--- config.mk ---
export PLATFORM = sky130hd
export DESIGN_NAME = spi_master_engine
export DESIGN_NICKNAME = d
export VERILOG_FILES = /design/src/rtl/spi_master_engine_pkg.sv /design/src/rtl/spi_clk_gen.sv /design/src/rtl/spi_master_engine.sv
export VERILOG_INCLUDE_DIRS = /design/src /design/src/rtl
export SDC_FILE = /design/constraint.sdc
export NUM_CORES = 1
export LEC_CHECK = 0
export CAP_MARGIN = 5
export CORE_ASPECT_RATIO = 1.25
export CORE_MARGIN = 2
export CORE_UTILIZATION = 40
export CTS_CLUSTER_DIAMETER = 40
export DETAILED_ROUTE_END_ITERATION = 6
export HOLD_SLACK_MARGIN = 0.12
export PLACE_DENSITY_LB_ADDON = 0.12
export SKIP_LAST_GASP = 1
export SYNTH_ARGS = -nofsm -noshare
export SYNTH_HDL_FRONTEND = slang
export SYNTH_SLANG_ARGS = --single-unit
--- constraint.sdc ---
create_clock -name wb_clk_i -period 5.6 [get_ports wb_clk_i]
set_input_delay 1.4 -clock wb_clk_i [delete_from_list [all_inputs] [get_ports wb_clk_i]]
set_output_delay 1.4 -clock wb_clk_i [all_outputs]
set_load 0.02 [all_outputs]
--- src/rtl/spi_defines.v ---
// Shared SPI master definitions.
//   SPI_SS_NB          number of slave-select lines
//   SPI_MAX_CHAR       longest transfer in bits
//   SPI_CHAR_LEN_BITS  width of the char_len field (0 encodes SPI_MAX_CHAR)
`ifndef SPI_DEFINES_V
`define SPI_DEFINES_V

`define SPI_SS_NB         8
`define SPI_MAX_CHAR      128
`define SPI_CHAR_LEN_BITS 7

`endif

--- src/rtl/spi_master_engine_pkg.sv ---
// Types and helpers shared by the SPI master engine and its clock generator.
`include "spi_defines.v"

package spi_master_engine_pkg;

    localparam int unsigned MAX_CHAR = `SPI_MAX_CHAR;
    localparam int unsigned LEN_W    = `SPI_CHAR_LEN_BITS;
    localparam int unsigned SS_W     = `SPI_SS_NB;
    localparam int unsigned CNT_W    = 8;
    localparam int unsigned IDX_W    = 7;

    typedef enum logic {
        ST_IDLE = 1'b0,
        ST_XFER = 1'b1
    } state_t;

    // Edge/bit-order options captured at the start of a transfer
    typedef struct packed {
        logic tx_negedge;
        logic rx_negedge;
        logic lsb;
    } spi_mode_t;

    // char_len of 0 stands for the longest transfer
    function automatic logic [CNT_W-1:0] char_len_decode(input logic [LEN_W-1:0] cl);
        return (cl == '0) ? CNT_W'(MAX_CHAR) : CNT_W'(cl);
    endfunction

    // Data bit handled in slot cnt of a len-bit transfer
    function automatic logic [IDX_W-1:0] bit_index(input logic             lsb,
                                                   input logic [CNT_W-1:0] len,
                                                   input logic [CNT_W-1:0] cnt);
        logic [CNT_W-1:0] msb_idx;
        msb_idx = len - cnt - CNT_W'(1);
        return lsb ? IDX_W'(cnt) : IDX_W'(msb_idx);
    endfunction

endpackage

--- src/rtl/spi_clk_gen.sv ---
// SPI serial clock generator.
// Ports:
//   wb_clk_i, wb_rst_i : system clock, synchronous active-high reset
//   start              : load the divider and park sclk low
//   enable             : run the divider counter
//   divider            : sclk half-period is divider+1 clock cycles
//   sclk               : serial clock
//   pos_edge, neg_edge : one-cycle strobes in the cycle after sclk rose / fell
module spi_clk_gen #(
    parameter int unsigned DIV_W = 16
) (
    input  logic             wb_clk_i,
    input  logic             wb_rst_i,
    input  logic             start,
    input  logic             enable,
    input  logic [DIV_W-1:0] divider,
    output logic             sclk,
    output logic             pos_edge,
    output logic             neg_edge
);

    logic [DIV_W-1:0] div_q;
    logic [DIV_W-1:0] cnt;

    // Down-counter reloads from the captured divider and toggles sclk at zero
    always_ff @(posedge wb_clk_i) begin
        pos_edge <= 1'b0;
        neg_edge <= 1'b0;
        if (wb_rst_i) begin
            div_q <= '0;
            cnt   <= '0;
            sclk  <= 1'b0;
        end else if (start) begin
            div_q <= divider;
            cnt   <= divider;
            sclk  <= 1'b0;
        end else if (enable) begin
            if (cnt == '0) begin
                cnt      <= div_q;
                sclk     <= ~sclk;
                pos_edge <= ~sclk;
                neg_edge <= sclk;
            end else begin
                cnt <= cnt - DIV_W'(1);
            end
        end
    end

endmodule

--- src/rtl/spi_master_engine.sv ---
// SPI master transfer engine: shift register, bit counters and control.
// Build option: define SPI_AUTO_SS_EN to assert slave selects only while busy;
// otherwise ss_pad_o follows ~ss_sel directly.
// Ports:
//   wb_clk_i, wb_rst_i        : system clock, synchronous active-high reset
//   go                        : one-cycle start pulse (ignored while busy)
//   divider                   : sclk half-period is divider+1 cycles
//   char_len                  : bits per transfer, 0 = 128
//   tx_negedge/rx_negedge/lsb : drive edge, sample edge, bit order
//   ss_sel                    : slave-select mask, 1 = selected
//   tx_data / rx_data         : transmit word / received word
//   busy, done                : transfer active / one-cycle completion pulse
//   sclk_pad_o, mosi_pad_o, ss_pad_o (active-low), miso_pad_i : SPI pins
`include "spi_defines.v"

module spi_master_engine
    import spi_master_engine_pkg::*;
#(
    parameter int unsigned DIV_W = 16
) (
    input  logic                          wb_clk_i,
    input  logic                          wb_rst_i,
    input  logic                          go,
    input  logic [DIV_W-1:0]              divider,
    input  logic [`SPI_CHAR_LEN_BITS-1:0] char_len,
    input  logic                          tx_negedge,
    input  logic                          rx_negedge,
    input  logic                          lsb,
    input  logic [`SPI_SS_NB-1:0]         ss_sel,
    input  logic [`SPI_MAX_CHAR-1:0]      tx_data,
    output logic [`SPI_MAX_CHAR-1:0]      rx_data,
    output logic                          busy,
    output logic                          done,
    output logic                          sclk_pad_o,
    output logic                          mosi_pad_o,
    output logic [`SPI_SS_NB-1:0]         ss_pad_o,
    input  logic                          miso_pad_i
);

    state_t                  state;
    spi_mode_t               mode_q;
    logic [MAX_CHAR-1:0]     tx_q;
    logic [CNT_W-1:0]        len_q;
    logic [CNT_W-1:0]        tx_cnt;
    logic [CNT_W-1:0]        rx_cnt;
    logic [CNT_W-1:0]        per_cnt;

    logic                    pos_edge;
    logic                    neg_edge;
    logic                    start_c;
    logic                    tx_edge_c;
    logic                    rx_edge_c;
    logic                    last_period_c;
    logic                    finish_c;
    logic                    clk_en_c;
    logic [CNT_W-1:0]        len_in_c;

    assign start_c       = go && (state == ST_IDLE);
    assign len_in_c      = char_len_decode(char_len);
    assign tx_edge_c     = mode_q.tx_negedge ? neg_edge : pos_edge;
    assign rx_edge_c     = mode_q.rx_negedge ? neg_edge : pos_edge;
    assign last_period_c = (per_cnt == len_q - CNT_W'(1));
    // The final falling edge ends the transfer; freeze sclk low from then on
    assign finish_c      = (state == ST_XFER) && neg_edge && last_period_c;
    assign clk_en_c      = (state == ST_XFER) && !finish_c;

    spi_clk_gen #(
        .DIV_W (DIV_W)
    ) u_clk_gen (
        .wb_clk_i (wb_clk_i),
        .wb_rst_i (wb_rst_i),
        .start    (start_c),
        .enable   (clk_en_c),
        .divider  (divider),
        .sclk     (sclk_pad_o),
        .pos_edge (pos_edge),
        .neg_edge (neg_edge)
    );

    // Transfer control, shift data and completion
    always_ff @(posedge wb_clk_i) begin
        done <= 1'b0;
        if (wb_rst_i) begin
            state      <= ST_IDLE;
            busy       <= 1'b0;
            mosi_pad_o <= 1'b0;
            rx_data    <= '0;
            tx_q       <= '0;
            len_q      <= '0;
            mode_q     <= '0;
            tx_cnt     <= '0;
            rx_cnt     <= '0;
            per_cnt    <= '0;
`ifdef SPI_AUTO_SS_EN
            ss_pad_o   <= '1;
`endif
        end else begin
            case (state)
                ST_IDLE: begin
                    if (go) begin
                        state      <= ST_XFER;
                        busy       <= 1'b1;
                        tx_q       <= tx_data;
                        len_q      <= len_in_c;
                        mode_q     <= '{tx_negedge: tx_negedge,
                                        rx_negedge: rx_negedge,
                                        lsb:        lsb};
                        rx_data    <= '0;
                        tx_cnt     <= '0;
                        rx_cnt     <= '0;
                        per_cnt    <= '0;
                        mosi_pad_o <= tx_data[bit_index(lsb, len_in_c, CNT_W'(0))];
`ifdef SPI_AUTO_SS_EN
                        ss_pad_o   <= ~ss_sel;
`endif
                    end
                end
                ST_XFER: begin
                    if (rx_edge_c && (rx_cnt < len_q)) begin
                        rx_data[bit_index(mode_q.lsb, len_q, rx_cnt)] <= miso_pad_i;
                        rx_cnt <= rx_cnt + CNT_W'(1);
                    end
                    // No advance once the final bit is on the line
                    if (tx_edge_c && ((tx_cnt + CNT_W'(1)) < len_q)) begin
                        tx_cnt     <= tx_cnt + CNT_W'(1);
                        mosi_pad_o <= tx_q[bit_index(mode_q.lsb, len_q, tx_cnt + CNT_W'(1))];
                    end
                    if (neg_edge) begin
                        per_cnt <= per_cnt + CNT_W'(1);
                    end
                    if (finish_c) begin
                        state      <= ST_IDLE;
                        busy       <= 1'b0;
                        done       <= 1'b1;
                        mosi_pad_o <= 1'b0;
`ifdef SPI_AUTO_SS_EN
                        ss_pad_o   <= '1;
`endif
                    end
                end
                default: state <= ST_IDLE;
            endcase
        end
    end

`ifndef SPI_AUTO_SS_EN
    // Slave selects follow the mask directly, regardless of transfer state
    assign ss_pad_o = ~ss_sel;
`endif

endmodule

# ---- After elaboration in Yosys (flattened, before gate mapping)
# Cells that the tools add are included.
dict set report word_totals {
  regBits 330
  in_bits 166
  output_inout_bits 140
  elab_cells 104
}
dict set report op_classes {
  n_addsub 10
  order_cmp 6
  n_eq_ne 7
  mux 37
  n_bitwise 5
  n_reduce_logical 21
}
# cell count
set ops {}
lappend ops {{128-bit two-way mux} 2}
lappend ops {{128-bit one-hot mux with 2 select lines} 1}
lappend ops {{128-bit bitwise mux} 1}
lappend ops {{16-bit two-way mux} 3}
lappend ops {{8-bit one-hot mux with 2 select lines} 3}
lappend ops {{8-bit two-way mux} 5}
lappend ops {{8-bit by 1-bit adder with 8-bit output (second input constant)} 3}
lappend ops {{7-bit by 8-bit less-than comparator with 1-bit output (second input constant)} 3}
lappend ops {{7-bit two-way mux} 3}
lappend ops {{7-bit by 1-bit subtractor with 7-bit output (second input constant)} 3}
lappend ops {{16-bit zero test} 1}
lappend ops {{8-bit less-than comparator} 2}
lappend ops {{16-bit by 1-bit subtractor with 16-bit output (second input constant)} 1}
lappend ops {{1-bit binary-select mux with 7-bit select} 2}
lappend ops {{2-bit AND reduction} 7}
lappend ops {{7-bit subtractor} 2}
lappend ops {{1-bit two-way mux} 13}
lappend ops {{8-bit == test} 1}
lappend ops {{2-bit by 1-bit != test with 1-bit output (second input constant)} 4}
lappend ops {{8-bit NOT} 1}
lappend ops {{8-bit by 1-bit subtractor with 8-bit output (second input constant)} 1}
lappend ops {{1-bit demux with 7-bit select} 1}
lappend ops {{7-bit by 1-bit greater-or-equal comparator with 1-bit output (second input constant)} 1}
lappend ops {{1-bit logical AND} 7}
lappend ops {{other kinds (9)} 15}

# ---- Logic depth before layout (Yosys ltp)
# Gate-level depths: netlist of the first run.
dict set report depth {
  word_depth 10
  mapped_depth 15
  depth_no_buf 14
}

# ---- Modules after synthesis
# Synthesis of the first run repeated with hierarchy kept, for this count alone.
dict set report unflattened {
  hier_cells 1996
  hier_area_um2 16975.0
}
# mod instances cells_per_inst area_each_um2 seq_area_each_um2
set modules_own_cells {}
lappend modules_own_cells {spi_master_engine 1 1784 15117.0 5905.7}
lappend modules_own_cells {spi_clk_gen 1 212 1858.0 700.7}

# ---- Worst setup path after synthesis of the first run
# OpenSTA, ideal clock, no wires.
dict set report synth_path {
  path_kind {input to register}
  from {input port char_len[0]}
  to {register mosi_pad_o}
  setup_ns 0.133
  arrival_ns 3.638
  required_time_ns 5.467
  path_slack_ns 1.829
  path_stages 10
  cell_sequence {inv_1 > ha_1 > nor4b_4 > o2bb2ai_4 > mux4_2 > a211o_1 > o41ai_1 > nor4_1 > a211oi_1 > a311oi_1}
}
dict set report synth_between {
  elab_chain_cells 8
}
# item line_no
set synth_lines {}
lappend synth_lines {{start: declaration} spi_master_engine.sv:25} ;# input logic [`SPI_CHAR_LEN_BITS-1:0] char_len,
lappend synth_lines {{7-bit zero test} spi_master_engine_pkg.sv:26} ;# return (cl == '0) ? CNT_W'(MAX_CHAR) : CNT_W'(cl);
lappend synth_lines {{8-bit two-way mux (*)} spi_master_engine_pkg.sv:26}
lappend synth_lines {{7-bit by 1-bit subtractor with 7-bit output (*)} spi_master_engine_pkg.sv:34} ;# msb_idx = len - cnt - CNT_W'(1);
lappend synth_lines {{7-bit two-way mux (*)} spi_master_engine_pkg.sv:35} ;# return lsb ? IDX_W'(cnt) : IDX_W'(msb_idx);
lappend synth_lines {{1-bit binary-select mux with 7-bit select (*)} spi_master_engine.sv:112} ;# mosi_pad_o <= tx_data[bit_index(lsb, len_in_c, CNT_W'(0))];
lappend synth_lines {{1-bit two-way mux (not written as such) (*)} spi_master_engine.sv:112}
lappend synth_lines {{1-bit two-way mux (*)} spi_master_engine.sv:100} ;# if (go) begin
lappend synth_lines {{1-bit one-hot mux with 2 select lines (*)} spi_master_engine.sv:98} ;# case (state)
lappend synth_lines {{end signal: assignment} spi_master_engine.sv:112}
lappend synth_lines {{end signal: assignment} spi_master_engine.sv:126} ;# mosi_pad_o <= tx_q[bit_index(mode_q.lsb, len_q, tx_cnt + CNT_W'(1))];
lappend synth_lines {{end: declaration} spi_master_engine.sv:35} ;# output logic mosi_pad_o,
# Every way passes the cells marked *; elsewhere a longest branch is shown, timed or not. The select of a mux whose other input is x is not followed.
# A chain may end at the register's enable or synchronous reset.

# ---- Final worst setup path of the first run
# Ends and elaborated chain as after synthesis.

==> results.yml, run 1 <==
worst_hold_path:
  hp-class: "register to register"
  worstHoldPathCells: 2
  terminating_pin_of_the_worst_hold_path: "tx_q[74]"
  hold_path_startpoint: "tx_q[74]"
clock_network:
  root_buffer: "clkbuf_16"
  cts_made_buffers: 43
  worst_setup_hold_path_clk_slew_ns: 0.06
  clk_latency_ns: 0.57
  cts_max_level: 2
  cts_resized: 0
  cts_tree: "yes"
  post_cts.repair.setup_buffers: 0
  cts.sinks: 330
  hold_buffers: 0
  ctsLongestPathBuffers: 3
routing:
  avgRoutedWirePerCell_um: 21.3
  drc_errors: 0
  route.vias.total: 16642
  antenna_left: 0
  post_drt_via_cell_ratio: 5.80
  drtIter0Drc: 1248
  postRouteWirelength_um: 61000
  drt_pass1_iterations: 5
floorplanning:
  io-pin-count: 306
  floorplan.initialDensity_pct: 40.3
  die_w_um: 190
  die_height_um: 236
  rows: 85
  core_region_area_um2: 42900
  die_area_um2: 44800
setup_path:
  critical_path.cell_chain: "clkdlybuf4s50_1, inv_1, ha_1, nor4b_4, o2bb2ai_4, buf_4, mux2_2, o32a_1, nor4_1, a31oi_1, nor4_2, a211oi_1, a311oi_1"
  path_class: "input port to register"
  rr_endpoint: "mosi_pad_o"
  crit-reg2reg-launch: "tx_cnt[0]"
  crit_required_ns: 6.05
  worstPathMaxFanout: 14
  critPathSlowestCell: "clkdlybuf4s50_1"
  worst-r2r-setup-slack_ns: 1.44
  worst-r2r-cell-count: 14
  start_kind: "input port"
  timing.critical_path.arrival_ns: 4.84
  crit_path_end_kind: "register"
  cp_slowest_stage_delay_ns: 0.49
sta:
  grt_setup_unrepaired: "false"
  tightest_slew_ns: 1.23
  max_slew_vio_count: 0
  timing.max_slew.rel_slack_pct: 17.1
  achievable-frequency_mhz: 228
  final_worst_slack_ns: 1.21
  worst_clock_skew_ns: 0.0234
  clock_period_minus_final_worst_setup_slack_ns: 4.39
  final.setup.tns_ns: 0
  hold_viol_final: 0
  layout_worst_path_cycle_share_pct: 78.4
  setup_viol: 0
global_routing:
  globalRouteMet3Util_pct: 3.78
  grt_first_pass_wirelength_um: 92900
  grt.overflow.total: 0
  first_global_vias: 15865
  grt_util_all_layers_pct: 26.4
  groute.layer.met2.usage_pct: 44.8
  global_route.usage.met1_pct: 33.4
  busiest_layer: "met2"
  grt_antenna_before_repair: 0
  grt_start_max_net_pins: 141
yosys:
  ys.warnings.count: 0
  yosys_register_bits: 330
  syn_inst: 2053
  synth_sequential_area_ratio_pct: 38.3
  syn_area_um2: 17300
  most_used_flip_flop_cell_after_synthesis: "dfxtp_1"
  synth_cell_types: 79
  synth_nets: 2257
  synth_edf_count: 0
  async_flop_share_pct: 0
  avgSynthCellArea_um2: 8.40
cells_and_area:
  num-nets-final: 2472
  syn_to_final_growth_pct: 28.5
  highest_count_cells_in_the_layout_ignoring_fill_and_taps: "nand2_1 (378), dfxtp_1 (329), clkdlybuf4s50_1 (304)"
  mostFrequentLayoutCell: "nand2_1"
  antenna-diode-count: 0
  drive_gt1_share_pct: 8.95
power_and_ir_drop:
  pwr_density_cell_nw_per_um2: 301
  highest_ir_drop_seen_on_vdd_mv: 0.208
  p_leak_nw: 7.65
placement:
  place.detailed.hpwl_um: 43300
  detailedPlace.worstSlack_ns: 0.663
  gpl.final_weighted_congestion: 0.934
  buffer_ports.inserted: 305
job:
  max_cap_viol_count: 0
run_status:
  outcome: "finished, final reports clean"
## critical path, delay by kind of cell
kind,cells,cell delay [ns]
mux,1,0.36
compound gates,5,1.17
buf+inv,3,1.02
fa+ha+maj,1,0.22
simple gates,3,0.67
## layer usage
layer | wire length (µm) | vias up
li1 | - | 7918
met1 | 25200 | 7975
met2 | 29800 | 629
met3 | 3520 | 120
met4 | 2530 | 0
met5 | 0 | -
## Yosys cell counts, types with 6 or more instances
library cell  instances  area (µm²)
o211ai_1             52         390
a32o_1              100        1000
ha_1                 36         450
xor2_1               13         114
nor2b_1              13        81.3
a22oi_1              36         270
a211oi_1             11        82.6
nor4_1               11        68.8
nand2b_1              6        37.5
nor4_2               11         138
nor3_1               38         190
buf_6                 6        67.6
clkbuf_1            109         409
nand4_1               8        50.1
buf_2                30         150
mux2i_1              40         400
or3_1                12        75.1
inv_1                53         199
o21ai_0              29         145
mux2_2                9         101
nand3_1             123         616
a21o_1                7        52.6
a31oi_1              15        93.8
buf_1                17        63.8
dfxtp_1             330        6610
nand2_1             378        1420
mux4_2               40         901
o21a_1               10        75.1
xnor2_1              14         123
nor2_1              121         454
a21oi_1             255        1280
o221ai_1             11        96.3
## cell type report
cell class | instances | area, µm²
well taps | 565 | 707
clock inverters | 28 | 413
multi-input cells | 1501 | 9760
fillers | 4128 | 20700
flip-flops and latches | 330 | 6610
repair buffers | 338 | 3330
inverters | 54 | 203
clock buffers | 51 | 1160
## kinds of logic after synthesis
| kind of cell | share of synthesized area, % |
|---|---|
| DFF | 38.3 |
| adders and majority gates | 2.84 |
| buffers and inverters | 5.58 |
| xor gates and xnor gates | 1.47 |
| muxes | 8.62 |
| AOI/OAI and AO/OA | 22.7 |
| and+or+nand+nor | 20.5 |
## power by group
group | internal, mW | switching [mW]
Combinational | 0.433 | 0.764
Clock | 1.87 | 1.12
Sequential | 2.43 | 0.0562
Total | 4.73 | 1.94
## flip-flops by register name, summed over array words and instances (netlist names)
register            count
busy                    1
done                    1
len_q                   8
mode_q                  3
mosi_pad_o              1
per_cnt                 8
rx_cnt                  8
rx_data               128
state                   1
tx_cnt                  8
tx_q                  128
u_clk_gen.cnt          16
u_clk_gen.div_q        16
u_clk_gen.neg_edge      1
u_clk_gen.pos_edge      1
u_clk_gen.sclk          1
## through the flow
stage               util (%)  area [µm²]  power (mW)  instances  hold slack (ns)
finish                  51.7       22200        6.67       2867            0.453
global route            51.7       22200        6.93       2867            0.468
CTS                     51.7       22200        6.72       2867            0.453
detailed placement      48.1       20600        3.72       2788            0.445
global placement        48.1       20600        3.71       2788            0.438
floorplan                  -       17300        3.30       2053            0.433
## worst max-delay path by stage
stage	from	end	slack, ns	cells past startpoint
after floorplan	char_len[0]	mosi_pad_o	1.83	10
after global routing	char_len[0]	mosi_pad_o	0.98	13
after CTS	char_len[0]	mosi_pad_o	1.21	13
after global placement	char_len[0]	mosi_pad_o	0.81	13
after detailed placement	char_len[0]	mosi_pad_o	0.66	13
final	char_len[0]	mosi_pad_o	1.21	13
(Power assumes the default switching activity.)
==> inputs of run 2 (changes only) <==
clock period = 3.8 ns   (was 5.6 ns; I/O delays follow)
==> run 2 against run 1 <==
  * Routed wire length rose by 0.50%
  * Power rose by 48%
  * Worst setup slack got worse by 0.93 ns
==> results.yml, run 2 (synthesized netlist as in run 1, its figures left out) <==
setup_path:
  crit_path_end_kind: "register"
  critical_path.cell_chain: "inv_1, ha_1, inv_1, fa_1, nor2b_1, o21ai_1, a21boi_1, o21ai_0, a21boi_0, o31ai_2, buf_4, or3_1, o211ai_1, a21oi_1"
  critPathSlowestCell: "or3_1"
  cp_slowest_stage_delay_ns: 0.51
  crit_required_ns: 4.20
  path_class: "register to register"
  worstPathMaxFanout: 13
  critical_path.most_common_cell: "inv_1"
  timing.critical_path.arrival_ns: 3.92
  start_kind: "register"
power_and_ir_drop:
  power.net_switching_mw: 2.88
  p_leak_nw: 8.11
  sequential_power_share_pct: 37.1
  highest_ir_drop_seen_on_vdd_mv: 0.290
  sw_frac_of_total_pct: 29.2
  intPower_mw: 6.97
  pwr_density_cell_nw_per_um2: 430
  power_frac_comb_pct: 19.4
  clock_power_share_pct: 43.5
global_routing:
  grt_first_pass_wirelength_um: 93700
  grt.overflow.total: 0
  grt_util_all_layers_pct: 26.6
  grt_start_max_net_pins: 151
  grt_antenna_before_repair: 0
  first_global_vias: 16383
routing:
  drtIter0Drc: 1317
  route.vias.total: 17014
  antenna_left: 0
  post_drt_via_cell_ratio: 5.75
  avgRoutedWirePerCell_um: 20.7
  postRouteWirelength_um: 61400
  drc_errors: 0
  drt_pass1_iterations: 6
floorplanning:
  floorplan.initialDensity_pct: 40.3
  die_area_um2: 44800
  die_height_um: 236
  die_w_um: 190
  rows: 85
  core_region_area_um2: 42900
  io-pin-count: 306
clock_network:
  worst_setup_hold_path_clk_slew_ns: 0.06
  ctsLongestPathBuffers: 3
  hold_buffers: 0
  cts.sinks: 330
  cts_made_buffers: 44
  cts_max_level: 2
  root_buffer: "clkbuf_16"
  clk_latency_ns: 0.55
  cts_resized: 0
  post_cts.repair.setup_buffers: 0
  cts_tree: "yes"
cells_and_area:
  nFillCells: 4023
  syn_to_final_growth_pct: 32.8
  largestRegisters: "rx_data (128), tx_q (128)"
  post_layout_inst_area_um2: 22900
  final-instance-count-excl-fill: 2957
  mostFrequentLayoutCell: "nand2_1"
  highest_count_cells_in_the_layout_ignoring_fill_and_taps: "nand2_1 (378), dfxtp_1 (329), clkdlybuf4s50_1 (304)"
  drive_gt1_share_pct: 12.3
  num-nets-final: 2562
  antenna-diode-count: 0
sta:
  tightest_slew_ns: 0.800
  grt_setup_unrepaired: "false"
  clock_period_minus_final_worst_setup_slack_ns: 3.51
  worst_clock_skew_ns: 0.0126
  setup_viol: 0
  hold_viol_final: 0
  layout_worst_path_cycle_share_pct: 92.5
  achievable-frequency_mhz: 284
  max_slew_vio_count: 0
  timing.max_slew.rel_slack_pct: 46.2
run_status:
  outcome: "finished, final reports clean"
placement:
  gpl.final_weighted_congestion: 0.933
  buffer_ports.inserted: 305
  placed_cells_incl_taps: 2877
  place.detailed.hpwl_um: 44400
  dpl_cell_area_um2: 21400
job:
  max_cap_viol_count: 0
worst_hold_path:
  hp-class: "register to register"
[run 2: cell count changes in the layout (fill, tap and decap cells not counted), moves of 3 or more]
cell and change:
buf_12 +9, buf_4 +80, bufinv_16 -3, clkbuf_8 +3, clkinv_2 -4, inv_6 +4
[run 2: metrics by stage]
| stage | power, mW | worst slack [ns] | utilization, % | hold slack [ns] | TNS, ns |
|---|---|---|---|---|---|
| after floorplan | 4.87 | 0.479 | - | 0.433 | 0 |
| after global placement | 5.60 | -0.162 | 49.9 | 0.439 | -0.162 |
| after detailed placement | 5.62 | -0.232 | 49.9 | 0.445 | -0.232 |
| after CTS | 9.90 | 0.234 | 53.4 | 0.453 | 0 |
| after global routing | 10.2 | 0.0746 | 53.4 | 0.467 | 0 |
| final | 9.85 | 0.285 | 53.4 | 0.452 | 0 |
[run 2: final timing paths]
path	startpoint	slack [ns]	end	depth (start not counted)
hold reg to reg	tx_q[59]	0.45	tx_q[59]	2
hold / removal	tx_q[59]	0.45	tx_q[59]	2
setup reg to reg	rx_cnt[0]	0.29	rx_data[22]	14
setup / recovery	rx_cnt[0]	0.29	rx_data[22]	14
[run 2: critical path, delay by kind of cell (launching register included)]
family	cells	cell delay, ns
DFF	1	0.36
buffers and inverters	3	0.48
and+or+nand+nor	2	0.68
AOI/OAI and AO/OA	7	1.26
adders and majority gates	2	0.59
[run 2: power groups by stage]
stage	Clock [mW]	Sequential [mW]	Combinational (mW)
finish	4.29	3.66	1.91
global route	4.50	3.67	2.06
CTS	4.35	3.66	1.90
detailed placement	0	3.73	1.89
global placement	0	3.72	1.88
floorplan	0	3.71	1.16
[run 2: per-layer routing]
metal,GRT usage (%),vias up,share of wire (%)
li1,-,8106,-
met4,12.4,0,4.6
met2,45.2,682,49
met1,33.5,8078,40
met5,0,-,0
met3,3.24,148,6.3
[run 2: final cells by class]
type	count	area, µm²	area share [%]
clock inverters	25	299	1.31
flip-flops and latches	330	6610	28.8
well taps	565	707	3.09
multi-input cells	1501	9760	42.6
clock buffers	55	1220	5.34
repair buffers	427	4110	17.9
inverters	54	203	0.885
